===== config.mk =====
export PLATFORM = sky130hd
export DESIGN_NAME = imem_dmem_arbiter
export DESIGN_NICKNAME = d
export VERILOG_FILES = /design/src/rtl/mem_arb_pkg.sv /design/src/rtl/imem_dmem_arbiter_sat_counter.sv /design/src/rtl/imem_dmem_arbiter.sv
export SDC_FILE = /design/constraint.sdc
export NUM_CORES = 1
export LEC_CHECK = 0
export CORE_UTILIZATION = 38
export CTS_CLUSTER_DIAMETER = 30
export CTS_CLUSTER_SIZE = 8
export DETAILED_ROUTE_END_ITERATION = 7
export GPL_TIMING_DRIVEN = 0
export HOLD_SLACK_MARGIN = 0.15
export PLACE_DENSITY = 0.82
export SYNTH_ARGS = -nofsm -noshare
export SYNTH_HDL_FRONTEND = slang
export SYNTH_SLANG_ARGS = --single-unit

===== constraint.sdc =====
create_clock -name clk -period 2.4 [get_ports clk]
set_input_delay 0.36 -clock clk [delete_from_list [all_inputs] [get_ports clk]]
set_output_delay 0.36 -clock clk [all_outputs]
set_load 0.005 [all_outputs]

===== src/rtl/mem_arb_pkg.sv =====
`default_nettype none
// ============================================================================
// Module : mem_arb_pkg
// Brief  : Shared constants for the unified instruction/data memory arbiter:
//          default bus widths and read-return owner encodings.
// Rev    : 1.0  initial release
// ============================================================================
package mem_arb_pkg;

  localparam int ADDR_W_DEF = 12;
  localparam int DATA_W_DEF = 32;

  // Who owns the RAM read data that appears on the next cycle
  localparam logic [1:0] OWN_NONE  = 2'd0;
  localparam logic [1:0] OWN_IF    = 2'd1;
  localparam logic [1:0] OWN_DLOAD = 2'd2;

endpackage
`default_nettype wire


===== src/rtl/imem_dmem_arbiter_sat_counter.sv =====
`default_nettype none
// ============================================================================
// Module : sat_counter
// Brief  : WIDTH-bit incrementer with enable and synchronous reset that
//          sticks at all-ones instead of wrapping.
// Rev    : 1.0  initial release
// ============================================================================
module sat_counter #(
  parameter int WIDTH = 32
) (
  input  logic             clk,
  input  logic             rst,
  input  logic             en,
  output logic [WIDTH-1:0] count
);

  // Count enabled cycles, holding once every bit is set
  always_ff @(posedge clk) begin
    if (rst) begin
      count <= '0;
    end else if (en && (count != {WIDTH{1'b1}})) begin
      count <= count + 1'b1;
    end
  end

endmodule
`default_nettype wire


===== src/rtl/imem_dmem_arbiter.sv =====
`default_nettype none
// ============================================================================
// Module : imem_dmem_arbiter
// Brief  : Per-cycle arbiter sharing one synchronous single-port RAM between
//          instruction fetch (read-only) and the data stage (load/store).
//          Data has priority; a starvation counter forces a fetch grant after
//          STARVE_LIMIT consecutive denied fetch cycles. Read data returns one
//          cycle after the grant, routed to whichever side owned that slot.
// Rev    : 1.0  initial release
// ============================================================================
module imem_dmem_arbiter
  import mem_arb_pkg::*;
#(
  parameter int ADDR_W       = ADDR_W_DEF,
  parameter int DATA_W       = DATA_W_DEF,
  parameter int STARVE_LIMIT = 3,   // 1..15, fits the 4-bit starvation counter
  parameter int CNT_W        = 32
) (
  input  logic              clk,
  input  logic              rst,
  input  logic              ce,
  input  logic              if_req,
  input  logic [ADDR_W-1:0] if_addr,
  output logic              if_gnt,
  output logic              if_rvalid,
  output logic [DATA_W-1:0] if_rdata,
  input  logic              d_req,
  input  logic              d_we,
  input  logic [ADDR_W-1:0] d_addr,
  input  logic [DATA_W-1:0] d_wdata,
  output logic              d_gnt,
  output logic              d_rvalid,
  output logic [DATA_W-1:0] d_rdata,
  output logic [ADDR_W-1:0] mem_addr,
  output logic              mem_we,
  output logic [DATA_W-1:0] mem_wdata,
  input  logic [DATA_W-1:0] mem_rdata,
  output logic [CNT_W-1:0]  if_wait_cnt,
  output logic [CNT_W-1:0]  d_wait_cnt
);

  localparam logic [3:0] c_starve_limit = 4'(STARVE_LIMIT);

  logic [3:0] r_starve_cnt;
  logic [1:0] r_owner;
  logic       w_force_if;
  logic       w_if_wait;
  logic       w_d_wait;

  // Grant decision: data wins unless fetch has been starved long enough
  always_comb begin
    w_force_if = (r_starve_cnt == c_starve_limit);
    d_gnt      = ce & d_req & ~(w_force_if & if_req);
    if_gnt     = ce & if_req & ~d_gnt;
    w_if_wait  = ce & if_req & ~if_gnt;
    w_d_wait   = ce & d_req & ~d_gnt;
  end

  // Steer the granted requester onto the RAM port; idle bus is all zero
  always_comb begin
    mem_addr  = '0;
    mem_we    = 1'b0;
    mem_wdata = '0;
    if (d_gnt) begin
      mem_addr  = d_addr;
      mem_we    = d_we;
      mem_wdata = d_wdata;
    end else if (if_gnt) begin
      mem_addr  = if_addr;
    end
  end

  // Track consecutive denied fetch cycles; any fetch grant (forced or not)
  // clears it, so a forced win is always followed by a fresh count
  always_ff @(posedge clk) begin
    if (rst) begin
      r_starve_cnt <= 4'd0;
    end else if (ce) begin
      if (if_req && !if_gnt) begin
        if (r_starve_cnt != c_starve_limit) begin
          r_starve_cnt <= r_starve_cnt + 4'd1;
        end
      end else begin
        r_starve_cnt <= 4'd0;
      end
    end
  end

  // Remember who owns the RAM output register on the next cycle; holds with
  // ce low because the RAM output register holds too
  always_ff @(posedge clk) begin
    if (rst) begin
      r_owner <= OWN_NONE;
    end else if (ce) begin
      if (if_gnt) begin
        r_owner <= OWN_IF;
      end else if (d_gnt && !d_we) begin
        r_owner <= OWN_DLOAD;
      end else begin
        r_owner <= OWN_NONE;
      end
    end
  end

  // Route returning read data to its owner, zero elsewhere
  always_comb begin
    if_rvalid = (r_owner == OWN_IF);
    d_rvalid  = (r_owner == OWN_DLOAD);
    if_rdata  = if_rvalid ? mem_rdata : '0;
    d_rdata   = d_rvalid  ? mem_rdata : '0;
  end

  sat_counter #(
    .WIDTH (CNT_W)
  ) u_if_wait_cnt (
    .clk   (clk),
    .rst   (rst),
    .en    (w_if_wait),
    .count (if_wait_cnt)
  );

  sat_counter #(
    .WIDTH (CNT_W)
  ) u_d_wait_cnt (
    .clk   (clk),
    .rst   (rst),
    .en    (w_d_wait),
    .count (d_wait_cnt)
  );

endmodule
`default_nettype wire

==> summary.txt <==
Floorplan
  • Die Y-Extent: 109.6 um
  • Die Width: 109.6 um
  • Top Ports: 271
  • Die area: 12010 um2
  • Rows: 38
  • Core Area: 11080 um2
  • Initial Util: 0.3971

Timing
  • Worst rel slew slack: 0.4668
  • Slew Viols, Final: 0
  • Setup violators final: 0
  • Final cycle utilization of the critical path: 0.9625
  • Final Skew: 0.007655 ns
  • Worst Tran Pin Value: 0.7936 ns
  • Final hold viol count: 0
  • RSZ-0062 raised after global routing: yes
  • Final min period: 2.310 ns
  • Maximum clock rate: 432.9 MHz

Yosys
  • Syn avg cell area: 7.800 um2
  • Post-Syn Nets: 661
  • Yosys reg bits: 70
  • Cell Area, Synth: 4399 um2
  • Yosys Warn Count: 0
  • Yosys cell types: 49
  • Post-synth EDFFs: 0
  • Sequential fraction of the synthesis area: 0.3185
  • Predominant post-synthesis flop cell: dfxtp_1
  • Ys async rst share: 0
  • Post-synthesis cell count: 564

Placement
  • GP Congestion: 0.8959
  • Port bufs: 269
  • Placed cell area: 7267 um2
  • Post-Place Cells: 973
  • Detailed-placement wirelength estimate: 14920 um

GRT
  • First-pass GRT wire length: 28210 um
  • Largest net degree at the start of global routing: 12
  • Initial antenna violation count: 1
  • Gr usage total: 0.3083
  • Number of global-route vias before repair: 5183
  • Gr ovfl total: 0

Detailed routing
  • Remaining antenna violation count: 0
  • DR WL/cell: 19.04 um
  • 1st-iter DRT viols: 375
  • Routed via count: 5561
  • Routed WL: 19290 um
  • Drt pass-1 iters: 5
  • Post-route DRC: 0
  • Vias per cell: 5.490

Final layout
  • Post-route cell area: 7885 um2
  • Core Util, Final: 0.7118
  • Most frequent cells in the layout: 222 x clkdlybuf4s50_1, 99 x and2_1, 67 x dfxtp_1
  • Area of the multi-input gates: 2880 um2
  • Fin nets: 965
  • Seq. cell area: 1405 um2
  • Most common cell after layout, fill and taps aside: clkdlybuf4s50_1
  • Final Non-Filler Cells: 1013
  • FILL cells: 903
  • Share of layout cells above drive strength 1: 0.1273
  • Area grow syn2layout: 79.24%

CTS
  • Clock Latency Late Sink: 0.33 ns
  • TritonCTS buffer count: 9
  • Clock-pin slew on the worst setup and hold paths: 0.05 ns
  • Root Driver: clkbuf_16
  • CTS tree: built
  • Htree depth: 3
  • Hold_buf cts: 0
  • Maximum clock path buffer count: 2
  • Clock sinks: 70

Pwr
  • P_leak: 2.940 nW
  • Pwr/cell area: 379.8 nW/um2
  • VDD IR-drop max: 0.3120 mV
  • Pwr Total: 2.995 mW

Worst setup path
  • Critical path required time: 2.04 ns
  • Worst Path Arrival: 1.95 ns
  • Crit path kind: reg2out
  • Startpoint types: register
  • Setup crit end kind: output pin
  • Crit-path max FO: 10

Run
  • Max-Cap Viols: 0

Run status
  • Run status: completed

Hold path
  • Worst Hold Class: reg2reg
## cells in the mapped netlist (3+ instances only)
cell	instances	area [um2]
nand2_1	32	120.1
nor3_1	4	20.02
clkbuf_1	25	93.84
o31ai_1	21	157.7
or4_1	21	157.7
a21oi_1	53	265.3
buf_2	3	15.01
nand4_1	20	125.1
and4_1	3	26.28
o21ai_0	30	150.1
mux2_2	3	33.78
a22o_1	12	105.1
nor4_1	7	43.79
inv_1	14	52.55
nor4_2	5	62.56
nor2_1	33	123.9
and3_1	3	18.77
nand3_1	23	115.1
or4_2	3	26.28
ha_1	3	37.54
or3_1	29	181.4
xnor2_1	3	26.28
and2_1	99	619.3
dfxtp_1	70	1401
mux2_4	4	60.06
nor2b_1	9	56.30
buf_6	3	33.78
## path summary, 6_finish.rpt
check	cells past startpoint	to	slack, ns	start
worst max-delay path	7	mem_we	0.09	r_starve_cnt[0]
worst min-delay path	2	r_owner[1]	0.48	r_owner[1]
worst max register to register	7	u_d_wait_cnt.count[30]	0.11	r_starve_cnt[0]
worst min register to register	2	r_owner[1]	0.48	r_owner[1]
## flip-flops by register name, summed over array words and instances, names as in the netlist
| name | count |
|---|---|
| u_d_wait_cnt.count | 32 |
| r_starve_cnt | 4 |
| u_if_wait_cnt.count | 32 |
| r_owner | 2 |
## area by class of cell
class | count | share of cell area
antenna | 1 | 0.0003174
buffer | 33 | 0.03205
clock buffer | 12 | 0.03380
clock inverter | 3 | 0.005395
inverter | 14 | 0.006665
multi-input combinational | 446 | 0.3653
sequential | 70 | 0.1782
tap | 140 | 0.02222
timing repair buffer | 294 | 0.3561
## logic make-up after synthesis
kind of cell	synth area share
AO/OA/AOI/OAI	0.1743
XOR/XNOR	0.009956
adder cells (fa/ha/maj)	0.008533
buffers and inverters	0.05375
flip-flops	0.3185
multiplexers	0.02361
AND/OR/NAND/NOR	0.4113
## metrics by stage
| stage | TNS, ns | setup WS [ns] | hold WS (ns) |
|---|---|---|---|
| 3_3_place_gp | -41.66 | -0.9616 | 0.4550 |
| 4_1_cts | -0.01292 | -0.01292 | 0.4704 |
| 5_1_grt | -0.08982 | -0.04497 | 0.5213 |
| 3_5_place_dp | -48.63 | -1.000 | 0.4629 |
| 6_report | 0 | 0.08999 | 0.4818 |
| 2_1_floorplan | 0 | 0.1093 | 0.4451 |
## where the power goes
| part | switching, mW | internal (mW) | total, mW | leakage, nW |
|---|---|---|---|---|
| clock network | 0.483 | 0.882 | 1.36 | 0.151 |
| logic | 0.174 | 0.286 | 0.461 | 2.22 |
| registers | 0.00389 | 1.17 | 1.17 | 0.565 |
| total | 0.661 | 2.33 | 3.00 | 2.94 |
## per-layer routing
metal,wire length (um),vias up,track usage
met5,0,-,0
met2,9262,270,0.5220
met1,7602,2606,0.3718
li1,-,2659,-
met3,2102,26,0.1203
met4,319,0,0.05619
## critical path, cell delays in order (launching register included)
cell	delay, ns
dfxtp_2	0.33
ha_4	0.16
nor3b_4	0.16
a21oi_4	0.25
buf_8	0.16
clkbuf_8	0.17
and2_1	0.13
dlygate4sd2_1	0.26
## what timing repair did
action	in CTS	in global routing
gates resized for setup	97	33
setup buffers	13	12
endpoints found under the setup margin	125	116
pin swaps	4	6
hold endpoints to repair	0	0
Power figures use the tool's default switching activity.
